==> src/rtl/modn_updn_counter_if.sv <==
// rtl/modn_updn_counter_if.sv - control/status signal bundle for modn_updn_counter
//
// Purpose: groups the counter's control inputs and status outputs so that a
//          driver (master) and the counter (slave) connect through one port.
// Signals:
//   en        count enable                     (master -> slave)
//   up_dn     direction, 1 = up, 0 = down      (master -> slave)
//   load      synchronous load strobe          (master -> slave)
//   load_val  value to load, WIDTH bits        (master -> slave)
//   count     registered current count         (slave -> master)
//   tc        combinational terminal count     (slave -> master)
//   wrap      registered one-cycle wrap pulse  (slave -> master)

interface modn_updn_counter_if #(
  parameter int WIDTH = 4
);
  logic             en;
  logic             up_dn;
  logic             load;
  logic [WIDTH-1:0] load_val;
  logic [WIDTH-1:0] count;
  logic             tc;
  logic             wrap;

  modport master (
    output en, up_dn, load, load_val,
    input  count, tc, wrap
  );

  modport slave (
    input  en, up_dn, load, load_val,
    output count, tc, wrap
  );
endinterface

==> src/rtl/modn_updn_counter.sv <==
// rtl/modn_updn_counter.sv - modulo-N up/down counter with load, terminal count and wrap pulse
//
// Purpose: counts 0..MODULUS-1 up or down, with a clamped synchronous load.
//          tc is combinational so that tc of one digit can drive en of the
//          next to build multi-digit counters with no glue logic.
// Parameters:
//   WIDTH    count register width in bits
//   MODULUS  number of count states, 2..2**WIDTH
// Ports:
//   clk      rising-edge clock
//   rst      asynchronous active-high reset (count = 0, wrap = 0)
//   bus      modn_updn_counter_if.slave: en, up_dn, load, load_val in;
//            count, tc, wrap out
// Configuration:
//   MODN_SAT_EN  when defined, the counter saturates at the boundaries instead
//                of wrapping; tc still asserts there and wrap stays 0.

module modn_updn_counter #(
  parameter int WIDTH   = 4,
  parameter int MODULUS = 10
) (
  input logic                clk,
  input logic                rst,
  modn_updn_counter_if.slave bus
);

  localparam logic [WIDTH-1:0] MAX_CNT = WIDTH'(MODULUS - 1);

  logic [WIDTH-1:0] r_count;
  logic             r_wrap;

  logic [WIDTH-1:0] w_count_next;
  logic [WIDTH-1:0] w_load_clamped;
  logic             w_wrap_next;
  logic             w_at_top;
  logic             w_at_bottom;
  logic             w_tc;

  assign w_at_top    = (r_count == MAX_CNT);
  assign w_at_bottom = (r_count == '0);

  // Terminal count: the next enabled step in the current direction crosses
  // the boundary. Load suppresses it because load wins over counting.
  assign w_tc = bus.en & ~bus.load &
                ((bus.up_dn & w_at_top) | (~bus.up_dn & w_at_bottom));

  // Out-of-range load values are clamped so count never leaves 0..MODULUS-1.
  assign w_load_clamped = (bus.load_val > MAX_CNT) ? MAX_CNT : bus.load_val;

  always_comb begin
    w_count_next = r_count;
    w_wrap_next  = 1'b0;
    if (bus.load) begin
      w_count_next = w_load_clamped;
    end else if (bus.en) begin
      if (w_tc) begin
`ifdef MODN_SAT_EN
        w_count_next = r_count;
`else
        w_count_next = bus.up_dn ? '0 : MAX_CNT;
        w_wrap_next  = 1'b1;
`endif
      end else if (bus.up_dn) begin
        w_count_next = r_count + WIDTH'(1);
      end else begin
        w_count_next = r_count - WIDTH'(1);
      end
    end
  end

  always_ff @(posedge clk or posedge rst) begin
    if (rst) begin
      r_count <= '0;
      r_wrap  <= 1'b0;
    end else begin
      r_count <= w_count_next;
      r_wrap  <= w_wrap_next;
    end
  end

  assign bus.count = r_count;
  assign bus.tc    = w_tc;
  assign bus.wrap  = r_wrap;

endmodule

==> src/flat_wrapper.sv <==
// flat-port wrapper written by rule: the top's interface ports become plain ports
module modn_updn_counter_flat 
#(
  parameter int WIDTH   = 4,
  parameter int MODULUS = 10
)
  (clk, rst, bus_en, bus_up_dn, bus_load, bus_load_val, bus_count, bus_tc, bus_wrap);
  modn_updn_counter_if #(.WIDTH(WIDTH)) bus_i ();
  input logic clk;
  input logic rst;
  input wire logic [$bits(bus_i.en)-1:0] bus_en;
  input wire logic [$bits(bus_i.up_dn)-1:0] bus_up_dn;
  input wire logic [$bits(bus_i.load)-1:0] bus_load;
  input wire logic [$bits(bus_i.load_val)-1:0] bus_load_val;
  output wire logic [$bits(bus_i.count)-1:0] bus_count;
  output wire logic [$bits(bus_i.tc)-1:0] bus_tc;
  output wire logic [$bits(bus_i.wrap)-1:0] bus_wrap;
  assign bus_i.en = bus_en;
  assign bus_i.up_dn = bus_up_dn;
  assign bus_i.load = bus_load;
  assign bus_i.load_val = bus_load_val;
  assign bus_count = bus_i.count;
  assign bus_tc = bus_i.tc;
  assign bus_wrap = bus_i.wrap;
  modn_updn_counter #(.WIDTH(WIDTH), .MODULUS(MODULUS)) u_core (.clk(clk), .rst(rst), .bus(bus_i));
endmodule
==> config.mk <==
export PLATFORM = sky130hd
export DESIGN_NAME = modn_updn_counter_flat
export DESIGN_NICKNAME = d
export VERILOG_FILES = /design/src/rtl/modn_updn_counter_if.sv /design/src/rtl/modn_updn_counter.sv /design/src/flat_wrapper.sv
export SDC_FILE = /design/constraint.sdc
export NUM_CORES = 1
export LEC_CHECK = 0
export CAP_MARGIN = 20
export CORE_AREA = 2 2 39 41
export CTS_CLUSTER_DIAMETER = 100
export DETAILED_ROUTE_END_ITERATION = 10
export DIE_AREA = 0 0 41 43
export PLACE_DENSITY = 0.66
export SLEW_MARGIN = 5
export SYNTH_ARGS = -nofsm -noshare
export SYNTH_HDL_FRONTEND = slang
export SYNTH_SLANG_ARGS = --single-unit
==> constraint.sdc <==
create_clock -name clk -period 2.3 [get_ports clk]
set_input_delay 0.46 -clock clk [delete_from_list [all_inputs] [get_ports clk]]
set_output_delay 0.46 -clock clk [all_outputs]
set_load 0.005 [all_outputs]
Word-level counts from Yosys, hierarchy flattened

Cells that the tools add are included.

Register bits: 5
Input port bits: 9
Output and inout port bits: 6
Word-level logic and storage cells: 24

Add/sub/neg operators: 2
Order comparisons: 1
Equality and inequality tests: 1
Muxes and demuxes: 9
Bitwise operators: 7
Reduce and logical (&&, ||, !) cells: 2

Operators by type and width:

| kind                                              | number |
|---|---|
| two-way mux 4 bit                                 | 6 |
| adder 4 x 1 -> 4 bit (second input constant)      | 1 |
| bitwise AND 1 bit                                 | 4 |
| equality test 4 bit (second input constant)       | 1 |
| > comparator 4 bit (second input constant)        | 1 |
| zero test 4 bit                                   | 1 |
| subtractor 4 x 1 -> 4 bit (second input constant) | 1 |
| two-way mux 1 bit                                 | 3 |
| inverter 1 bit                                    | 2 |
| nonzero test 2 bit                                | 1 |
| bitwise OR 1 bit                                  | 1 |

Logic depth before layout (Yosys ltp)

Gate-level depths: netlist (run 1).

Word-level depth: 7
Gate-level depth with buffers: 7
Gate-level depth less buffers: 7

Least setup slack after synthesis (run 1)

OpenSTA, ideal clock, no wires.

Path kind: reg-to-reg
Start point: register u_core.r_count[0] (netlist: u_core.bus.count[0])
End point: register u_core.r_count[3] (netlist: u_core.bus.count[3])
Setup time: 119 ps
Arrival time: 1605 ps
Required time: 2181 ps
Slack: 576 ps
Cell stages (with the launch flop): 6
Buffers on the path: 0
Period minus slack after synthesis: 1724 ps
Cell sequence: dfrtp_1 or3_4 a2111oi_4 nor3_2 xnor2_1 o21a_1

Cells in the longest elaborated chain, start to end: 7
Elaborated cells on any way between the ends: 12
Those cells by class: add/sub (2); eq/ne (1); mux (4); bitwise (4); reduce/logical (1)

RTL lines:

| element                                                | RTL line                                         | text |
|---|---|---|
| start, declared                                        | modn_updn_counter.sv:29                          | `logic [WIDTH-1:0] r_count;` |
| start signal, assigned                                 | modn_updn_counter.sv:76                          | `r_count <= w_count_next;` |
| equality test 4 bit or zero test 4 bit (tied branches) | modn_updn_counter.sv:39, modn_updn_counter.sv:40 |  |
| bitwise AND 1 bit                                      | modn_updn_counter.sv:45                          | `((bus.up_dn & w_at_top) \| (~bus.up_dn & w_at_bottom));` |
| bitwise OR 1 bit (*)                                   | modn_updn_counter.sv:45                          |  |
| bitwise AND 1 bit (*)                                  | modn_updn_counter.sv:44                          | `assign w_tc = bus.en & ~bus.load &` |
| via bus_tc                                             | flat_wrapper.sv:16                               | `output wire logic [$bits(bus_i.tc)-1:0] bus_tc;` |
| two-way mux 4 bit (*)                                  | modn_updn_counter.sv:56                          | `if (w_tc) begin` |
| two-way mux 4 bit (*)                                  | modn_updn_counter.sv:55                          | `end else if (bus.en) begin` |
| two-way mux 4 bit (*)                                  | modn_updn_counter.sv:53                          | `if (bus.load) begin` |

The timed path passes the listed nets; every way through them passes the cells marked *. The select of a mux whose other input is x is not followed.
A chain may end at the register's enable or synchronous reset.

Final worst setup path (run 1)

Start point: input port bus_up_dn
End point: output port bus_tc

Cells in the longest elaborated chain, start to end: 4
Elaborated cells on any way between the ends: 5
Those cells by class: bitwise (5)

RTL lines:

| element               | RTL line                | text |
|---|---|---|
| start, declared       | flat_wrapper.sv:12      | `input wire logic [$bits(bus_i.up_dn)-1:0] bus_up_dn;` |
| inverter 1 bit        | modn_updn_counter.sv:45 |  |
| bitwise AND 1 bit     | modn_updn_counter.sv:45 |  |
| bitwise OR 1 bit (*)  | modn_updn_counter.sv:45 |  |
| bitwise AND 1 bit (*) | modn_updn_counter.sv:44 |  |
| end, declared         | flat_wrapper.sv:16      |  |

Mark *: on every way between the ends. The rest lies on a longest branch, timed or not.

==> results.md, run 1 <==
- The number of buffers inserted for hold repair after clock tree synthesis is 0.
- The biggest area contributor in the post-synthesis netlist is dfrtp_1.
- Power spread over the standard cell area amounts to 600 nW/µm².
- The endpoint of the worst-slack reg-to-reg timing path is u_core.bus.count[3]$_DFFE_PP0P_.
- Setup repair after global routing left no endpoint under its margin.
- The clock net in this run drives a total of 5 sinks.
- Timing analysis after detailed placement gives a worst setup slack of -0.326 ns.
- Summed over all cells, the static leakage comes to 0.000279 µW.
- The first TritonRoute pass finished after 4 iterations.
- The slowest stage of the critical path is the clkdlybuf4s50_1 cell.
- The first-pass GRT wire length is 1660 µm.
- The number of nets in the final layout is 80.
- Counting along the longest clock path gives a buffer depth of 2.
- The residual DRC count is 0.
- The count of final hold-check violations was 0.
- The beginning of the worst register-to-register path is u_core.bus.count[3]$_DFFE_PP0P_.
- The die is 41 µm wide.
- In this run the vertical extent of the chip is 43 µm.
- The peak supply drop is 0.000326 V.
- Counting flops and latches in the post-synthesis netlist gives 5.
- The number of antenna violations at the first check in global routing came to 0.
- The worst register-to-register path has a depth of 6.
- The share of the core filled with cells in the final layout is 45.7%.
- After layout, the design draws a total of 379 µW.
- The number of max-cap violations is 0.
- The cell count after synthesis came out at 41.
- The number of buffers created by CTS is 3.
- Compared with the post-synthesis result, the final layout area differs by 61.9%.
- In the layout the commonest cells are 13 x clkdlybuf4s50_1, 8 x buf_4, 5 x inv_1, 5 x dfrtp_1, 4 x o21ai_0.
- The number of antenna diodes in the final layout is 0.
- The tree is rooted in a clkbuf_4.
- The endpoint class of the critical path is an output port.
- At the worst endpoint, the required time is 1.84 ns.
- For this run, the number of Yosys warnings is 0.
- After global routing the overflow that remains totals 0.
- The via count of the first global-routing pass came to 441.
- The tightest hold path in the finished design has a slack of 0.421 ns.
- Timing would allow up to 449 MHz.
- The weighted congestion at the end of routability-driven global placement is 0.705.
- STA classifies the critical path startpoint as an input port.
- The final worst slack is 0.0723 ns.
- TritonCTS built the clock tree.
- The final HPWL from detailed placement is 818 µm.
- For this configuration, the core starts out at a cell density of 28.2%.
- By area the synthesized netlist is led by dfrtp_1 32%, a2111oi_4 7.1%, ha_1 6.4%, fa_1 5.1%, mux2i_1 5.1%.
- The number of gates resized after cts is 4.
- Setup violations remaining at the end of the flow were counted as 0.
- The count of antenna-violating nets left after detailed routing is 0.
- The critical path ends at bus_tc.
- At the later pin of the worst-skew pair, clock insertion delay measures 0.23 ns.
- The area of combinational cells with multiple inputs is 246 µm².
- The fraction of the cycle the final worst path needs is 96.9%.
- After detailed routing, the number of vias per cell comes to 4.72.
- The largest fanout on the critical path is 2.
- The largest stage delay on the critical path is 0.42 ns.
- The relative slew slack is 58.5%.
- The number of DRC markers after the initial detailed-route iteration is 4.
- The clock-pin slew of the registers on the worst-case setup and hold paths is 0.04 ns.
- The class of the most critical hold timing path is in -> async.
- The library cell used most frequently in the layout, excluding fill and tap cells, is clkdlybuf4s50_1.
- The data arrival at the endpoint of the critical path is 1.77 ns.
- The register area is 125 µm².
- The core box area is 1380 µm².
- The clock skew after layout is 0.000915 ns.
- The pin count of the biggest net entering global routing is 7.
- Sequential elements use 32.1% of the synthesized area.
- The class of the most critical setup path is in -> out.
- The floorplan row count is 14.
- The synthesized area per cell is 9.52 µm².
- The reg2reg setup slack is 0.48 ns.
- In this run, distinct cell masters in the synthesized netlist total 21.
- The share of cells above drive strength 1 is 22.4%.
- The run finished with clean final reports.
- For this block, the routed nets add up to 927 µm of wire.
- Global routing consumed, over all layers together, 13.7% of the routing resources.
- The boundary pin count is 15.
- The count of fill cells added during filler insertion is 139.
- The synthesized netlist net count is 53.
- After layout, the minimum clock period comes to 2.23 ns.
- In the final routed layout, each cell accounts on average for 11.2 µm.
- For the pin with the worst max-slew slack, the measured transition is 0.607 ns.
- Walking the worst path, the cells encountered are clkdlybuf4s50_1 -> or3_4 -> a2111oi_4 -> buf_2.
- The synthesized design devotes to its leading area cell type 32.1% of total area.
- The full die area is 1760 µm².
- The number of buffer cells added on primary ports is 14.
- The number of max-slew violations in the final report is 0.
- The count of buffers added by post-CTS timing repair for setup is 0.
- The most critical setup path has its startpoint at bus_up_dn.
- The H-tree depth reported by CTS is 1.
- The routed via count is 392.
- After synthesis the cells add up to 390 µm².
==> how the worst min path moves through the flow <==
stage | endpoint | slack, ns | cells past startpoint
after detailed placement | u_core.bus.wrap$_DFF_PP0_ | 0.63 | 1
after floorplan | u_core.bus.count[0]$_DFFE_PP0P_ | 0.24 | 1
after global routing | u_core.bus.count[3]$_DFFE_PP0P_ | 0.45 | 2
after CTS | u_core.bus.wrap$_DFF_PP0_ | 0.43 | 2
after global placement | u_core.bus.wrap$_DFF_PP0_ | 0.66 | 2
final | u_core.bus.count[3]$_DFFE_PP0P_ | 0.42 | 2
==> report_power, final <==
| part | internal (µW) | switching, µW | leakage [µW] |
|---|---|---|---|
| registers | 101 | 17.3 | 0.0000620 |
| logic | 94.4 | 70.6 | 0.000202 |
| clock network | 65.3 | 31.1 | 0.0000150 |
==> critical path, delay by kind of cell <==
family	cells	cell delay, ns
AO/OA/AOI/OAI	1	0.36
AND/OR/NAND/NOR	1	0.35
buffers and inverters	2	0.59
==> layout make-up <==
cell class,instances,area share (%)
Sequential cell,5,19.8
Multi-Input combinational cell,31,39.0
Timing Repair Buffer,22,30.9
Inverter,5,2.97
Clock buffer,4,4.16
Tap cell,16,3.17
==> layer usage <==
layer	share of wire [%]	global-route usage, %
met1	38	14.9
met2	59	25.3
met3	2.6	1.57
met4	0	4.00
met5	0	0
==> sequential cells by signal, summed over array words and instances, names as in the netlist <==
| signal | cells |
|---|---|
| u_core.bus.count | 4 |
| u_core.bus.wrap | 1 |
==> cells in the mapped netlist <==
master,number
and3_1,1
or3_4,1
nor3_1,1
nand2_1,2
dfrtp_1,5
nand2b_1,1
mux2i_1,2
ha_1,2
nor2_1,3
o21a_1,2
a2111oi_4,1
a2111oi_0,1
inv_1,5
nand3_1,2
xnor2_1,2
nor2b_1,1
o21ai_0,4
a21oi_1,2
nor3_2,1
fa_1,1
xor2_1,1
==> through the flow <==
stage | TNS (ns) | instance area (µm²) | std cells
floorplan | 0 | 390 | 41
global placement | -0.300 | 611 | 79
detailed placement | -0.358 | 611 | 79
CTS | 0 | 632 | 83
global route | 0 | 632 | 83
finish | 0 | 632 | 83
==> cell families (layout without fill, tap and decap cells) <==
family          Yosys count  count (layout)  synth area share [%]
mux                       2               2                  5.13
fa+ha+maj                 3               3                  11.5
buf+inv                   5              31                  4.81
flops                     5               5                  32.1
xor+xnor                  3               3                  6.73
compound gates           10              10                  20.8
simple gates             13              13                  18.9
Power figures use the tool's default switching activity.
==> run 2, diff against run 1 <==
GPL_TIMING_DRIVEN = 0   (was not set)
==> results.md, run 2 (same netlist as run 1, synthesis figures left out) <==
- The run finished with clean final reports.
- The total leakage power is 0.000260 µW.
- The power density over the cells is 604 nW/µm².
- Static timing analysis puts the maximum clock frequency at 458 MHz.
- The leading cell type in the layout, fill and taps excluded is clkdlybuf4s50_1.
- The largest stage delay on the critical path is 0.37 ns.
- The via count of the first global-routing pass came to 358.
- The clock-pin slew of the registers on the worst-case setup and hold paths is 0.04 ns.
- The pin count of the biggest net entering global routing is 8.
- The clock passes through at most 2 buffers.
- The total iterations of the first detailed-routing run is 3.
- Leaving out fill and tap cells, the most frequent cells in the layout are 10 x clkdlybuf4s50_1, 5 x inv_1, 5 x dfrtp_1.
- The relative slew slack is 72.9%.
- CTS placed an instance of clkbuf_4 at the clock tree root.
- At the later pin of the worst-skew pair, clock insertion delay measures 0.24 ns.
- Setup repair after global routing left no endpoint under its margin.
- The number of setup violations in the final report is 0.
- STA classifies the critical path startpoint as an input port.
- Buffers inserted to repair hold after CTS numbered 0.
- The final HPWL from detailed placement is 666 µm.
- Input and output buffers added on the ports amount to 14.
- The overflow left after global routing is 0.
- In the routed design, unresolved DRC markers number 0.
- Across the run, the number of max-cap violations was 0.
- From left edge to right edge, the die measures 41 µm.
- STA puts the critical path data required time at 1.84 ns.
- The total negative slack for setup checks is 0 ns.
- The number of max-slew violations in the final report is 0.
- The area of combinational cells with multiple inputs is 249 µm².
- The floorplan step defined a die boundary enclosing 1760 µm².
- The floorplan has 14 rows.
- The cell repeated most along the worst path is dlygate4sd2_1.
- The final routed wire length divided by cell count is 10.7 µm.
- Global routing consumed, over all layers together, 13.2% of the routing resources.
- The final cell count without fillers is 76.
- The clock skew after layout is 0.00563 ns.
- The clock sink total is 5.
- The fraction of the cycle the final worst path needs is 94.9%.
- The total area inside the core boundary comes to 1380 µm².
- The congestion estimate from routability-driven global placement came to 0.717.
- The count of final hold-check violations came to 0.
- The filler cells instantiated in the layout total 145.
- After detailed placement, the design holds a cell count of 71.
- The routed layout has 354 vias.
- VDD sags by at most 0.000472 V.
- For this block, the initial DRC count from the detailed router was 7.
- The per-cell via count in the routed design is 4.66.
- The class of the most critical setup path is in -> out.
- The H-tree depth reported by CTS is 1.
- The register with the most flip-flops in the layout has 4 of them.
- The signal on the critical path passes through dlygate4sd2_1 -> or3_4 -> a2111oi_4 -> dlygate4sd2_1.
- The largest fanout on the critical path is 5.
- The number of antenna violations at the first check in global routing is 0.
- Compared with the post-synthesis result, the final layout area differs by 50.0%.
- The height of the die is 43 µm.
- The cell at the slowest stage of the critical path is or3_4.
- The number of antenna diodes in the final layout is 0.
- The class of the most critical hold timing path is in -> async.
- The actual transition at the worst max-transition pin is 0.397 ns.
- The share of cells above drive strength 1 is 13.3%.
- TritonCTS created 3 clock buffers.
- Across the whole layout, storage elements account for 125 µm².
- The worst path needs 2.18 ns of the cycle, external delays included.
- For this block, the routed nets add up to 814 µm of wire.
- The number of nets in the final layout is 73.
- For the worst setup path, the data arrival time is 1.72 ns.
- The first global-routing pass estimated 1580 µm of wire.
- TritonCTS built the clock tree.
- The count of antenna-violating nets left after detailed routing is 0.
- The starting density of the core is 28.2%.
- The boundary pin count is 15.
- The endpoint class of the critical path is an output port.
-- run 2: cell count changes in the layout (fill, tap and decap cells not counted), sizes merged --
cell / before / now
buf: 9 / 1
dlygate4sd2: 0 / 3
clkdlybuf4s50: 13 / 10
dlymetal6s2s: 0 / 1
-- run 2: per-layer routing --
metal	track usage (%)	vias up	wire, µm
met5	0	-	0
met1	17.1	162	342
li1	-	184	-
met2	20.9	8	438
met3	6.28	0	33
met4	0	0	0
-- run 2: repair_timing --
action                                  4_1_cts  5_1_grt
setup buffers                                 1        0
pin swaps                                     1        0
endpoints found under the hold margin         0        0
endpoints found under the setup margin        1        1
gates resized for setup                       3        2
-- run 2: final timing paths --
check	slack, ns	end	depth (start not counted)	from
min in group clk	0.58	u_core.bus.count[1]$_DFFE_PP0P_	2	bus_load
max in group asynchronous	1.71	u_core.bus.count[2]$_DFFE_PP0P_	2	rst
max reg2reg	0.51	u_core.bus.count[3]$_DFFE_PP0P_	6	u_core.bus.count[0]$_DFFE_PP0P_
min reg2reg	0.62	u_core.bus.wrap$_DFF_PP0_	1	u_core.bus.count[2]$_DFFE_PP0P_
max	0.12	bus_tc	4	bus_up_dn
min	0.41	u_core.bus.wrap$_DFF_PP0_	2	rst
-- run 2: area by class of cell --
cell class | count | share of cell area, %
Multi-Input combinational cell | 31 | 42.5
Sequential cell | 5 | 21.4
Inverter | 5 | 3.21
Tap cell | 16 | 3.42
Clock buffer | 4 | 4.49
Timing Repair Buffer | 15 | 25.0
-- run 2: through the flow --
stage	worst slack, ns	util, %	instance area [µm²]	power (µW)	hold slack, ns
after floorplan	0.576	-	390	199	0.239
after global placement	-0.578	39.8	551	258	0.640
after detailed placement	-0.576	39.8	551	259	0.637
after CTS	0.102	42.0	581	361	0.413
after global routing	0.0370	42.3	586	386	0.429
final	0.117	42.3	586	354	0.414
-- run 2: critical path: cells and delay by family --
family                 cells  cell delay, ns
buffers and inverters      2            0.58
AO/OA/AOI/OAI              1            0.32
AND/OR/NAND/NOR            1            0.37
-- run 2: report_power, final --
group	internal [µW]	switching, µW	leakage (µW)
combinational	77.0	56.6	0.000183
clock	65.4	32.1	0.0000150
sequential	100	21.9	0.0000620
total	243	111	0.000260
==> run 3, diff against run 2 <==
CELL_PAD_IN_SITES_DETAIL_PLACEMENT = 0   (was not set)
CELL_PAD_IN_SITES_GLOBAL_PLACEMENT = 2   (was not set)
CORE_AREA = not set   (was 2 2 39 41)
CORE_ASPECT_RATIO = 0.9   (was not set)
CORE_MARGIN = 1.5   (was not set)
CORE_UTILIZATION = 23   (was not set)
DIE_AREA = not set   (was 0 0 41 43)
PLACE_DENSITY = 0.82   (was 0.66)
==> results.md, run 3 (same netlist as run 1, synthesis figures left out) <==
- The run finished with clean final reports.
- Net switching is 32.4% of the power.
- In this design, the critical path's most frequently occurring cell is dlygate4sd2_1.
- The number of antenna violations at the first check in global routing is 0.
- Buffers placed on the I/O ports in this run total 14.
- The number of antenna repair diodes is 0.
- The endpoint identified for the worst register-to-register timing path is u_core.bus.count[3]$_DFFE_PP0P_.
- The class of the most critical hold timing path is in -> async.
- At the later pin of the worst-skew pair, clock insertion delay measures 0.24 ns.
- The total iterations of the first detailed-routing run is 4.
- The per-cell via count in the routed design is 4.44.
- TritonCTS built the clock tree.
- The reg2reg setup slack is 0.47 ns.
- The largest fanout on the critical path is 5.
- Sequential cells account for 34.3% of the total power.
- The routed design has 913 µm of wire.
- The buffer and inverter count on the worst path is 2.
- The residual DRC count is 0.
- The library cells used most frequently in the layout, excluding fill and tap cells, are 11 x clkdlybuf4s50_1, 5 x inv_1, 5 x dfrtp_1.
- The die covers 1950 µm².
- Adding up every negative setup slack in the final design gives 0 ns.
- The area growth from synthesis to layout is 50.6%.
- The upper clock frequency limit is 457 MHz.
- The register area is 125 µm².
- The final routed wire length divided by cell count is 11.1 µm.
- IR analysis of the VDD net gives a maximum drop of 0.000198 V.
- Traced cell by cell, the critical path runs through dlygate4sd2_1 -> or3_4 -> a2111oi_4 -> dlygate4sd2_1.
- The leading cell type in the layout, fill and taps excluded is clkdlybuf4s50_1.
- The number of cells on the worst reg-to-reg path is 6.
- Counting I/O delays and the setup requirement, the final critical path takes 2.19 ns.
- The share of the core filled with cells in the final layout is 38.9%.
- The critical path launch point type is an input port.
- The number of max-slew violations in the final report is 0.
- The endpoint class of the critical path is an output port.
- The via count of the first global-routing pass is 375.
- The clock sink total is 5.
- Entering global routing, the biggest net connects 8 pins.
- The boundary pin count is 15.
- On the critical path the largest part of the delay comes from buffers and inverters.
- The design internal power is 243 µW.
- The routed layout has 364 vias.
- Hold repair after CTS inserted 0 buffers.
- Counting the fill cells in the layout gives 155.
- Setup repair after global routing left no endpoint under its margin.
- The startpoint of the most critical setup path is bus_up_dn.
- OpenSTA, run right after detailed placement, puts the worst setup slack at -0.599 ns.
- The class of the most critical setup path is in -> out.
- The H-tree depth reported by CTS is 1.
- In this run the power density over the cells is 612 nW/µm².
- The share of cells above drive strength 1 is 11.7%.
- Counting the buffers created by CTS gives 3.
- The count of final hold-check violations was 0.
- After floorplanning, the core was sized to cover 1510 µm².
- The combinational power share is 37.4%.
- The worst path meets setup with 0.109 ns of slack.
- In this run the horizontal extent of the chip is 46.4 µm.
- For this run the aggregate overflow at the end of global routing stands at 0.
- For this design the static power due to leakage is 0.000251 µW.
- In the final layout, the multi-input gates occupy 246 µm².
- The global-route usage over all layers is 11.7%.
- The clock passes through at most 2 buffers.
- After the first detailed-routing iteration, the DRC count stood at 5.
- The number of nets in the final layout is 73.
- In this run the vertical extent of the chip is 42.1 µm.
- For the pin with the worst max-slew slack, the measured transition is 0.313 ns.
- For this configuration, the core starts out at a cell density of 25.8%.
- The first global-routing pass estimated 1590 µm of wire.
- The beginning of the worst register-to-register path is u_core.bus.count[0]$_DFFE_PP0P_.
- The number of flip-flops under the largest register name is 4.
- The number of setup violations in the final report is 0.
- The floorplan row count is 13.
- The relative slew slack is 78.6%.
- The fraction of the cycle the final worst path needs is 95.2%.
- The relative contribution of the clock network to total power is 28.3%.
- The number of max-cap violations is 0.
- In this run the power spent charging and discharging nets is 117 µW.
- The count of nets left with antenna violations once routing finished came out at 0.
- The critical path ends at bus_tc.
- STA puts the critical path data arrival time at 1.73 ns.
- Clock-pin slew was measured on the worst setup and hold paths at 0.05 ns.
- Among all stages on the critical path, the largest delay is contributed by or3_4.
- The largest single stage delay on the critical path is 0.37 ns.
- On the final layout, the worst clock skew is 0.00831 ns.
- The cell chosen for the clock root is clkbuf_4.
- The critical path crosses 4 cells after its start point.
- The congestion estimate from routability-driven global placement came to 0.715.
- The critical path required time is 1.84 ns.
==> run 3: cell count changes in the layout (fill, tap and decap cells not counted), sizes merged <==
cell           before  now
dlymetal6s2s        1    0
clkdlybuf4s50      10   11
==> run 3: worst min path at each step <==
stage / startpoint / to / slack [ns]
after global placement: u_core.bus.count[2]$_DFFE_PP0P_ / u_core.bus.wrap$_DFF_PP0_ / 0.62
final: rst / u_core.bus.wrap$_DFF_PP0_ / 0.41
after floorplan: rst / u_core.bus.count[0]$_DFFE_PP0P_ / 0.24
after detailed placement: u_core.bus.count[2]$_DFFE_PP0P_ / u_core.bus.wrap$_DFF_PP0_ / 0.61
after global routing: rst / u_core.bus.count[3]$_DFFE_PP0P_ / 0.43
after CTS: rst / u_core.bus.wrap$_DFF_PP0_ / 0.42
==> run 3: final cells by class <==
| class | count | share of cell area [%] |
|---|---|---|
| timing repair buffer | 15 | 24.5 |
| sequential | 5 | 21.3 |
| multi-input combinational | 31 | 41.9 |
| tap | 22 | 4.68 |
| clock buffer | 4 | 4.47 |
| inverter | 5 | 3.19 |
==> run 3: power groups by stage <==
stage / Clock (µW) / Sequential (µW) / Combinational (µW)
floorplan: 0 / 120 / 78.7
global placement: 0 / 125 / 134
detailed placement: 0 / 125 / 135
CTS: 104 / 124 / 136
global route: 113 / 126 / 151
finish: 102 / 124 / 135
==> run 3: per-layer routing <==
| metal | global-route usage, % | vias up | wire length (µm) |
|---|---|---|---|
| met5 | 0 | - | 0 |
| met4 | 7.43 | 0 | 12 |
| met3 | 5.60 | 2 | 57 |
| met2 | 16.1 | 15 | 422 |
| met1 | 14.1 | 164 | 420 |
| li1 | - | 183 | - |
==> run 3: repair_timing <==
action | 4_1_cts | 5_1_grt
setup buffers | 1 | 0
hold endpoints to repair | 0 | 0
setup endpoints to repair | 1 | 0
resized for setup | 3 | 0
==> run 3: metrics by stage <==
stage	instance area, µm²	power [µW]	hold WS, ns	instances
global placement	558	259	0.620	77
CTS	588	364	0.418	82
finish	588	360	0.414	82
global route	588	391	0.435	82
floorplan	390	199	0.239	41
detailed placement	558	260	0.612	77
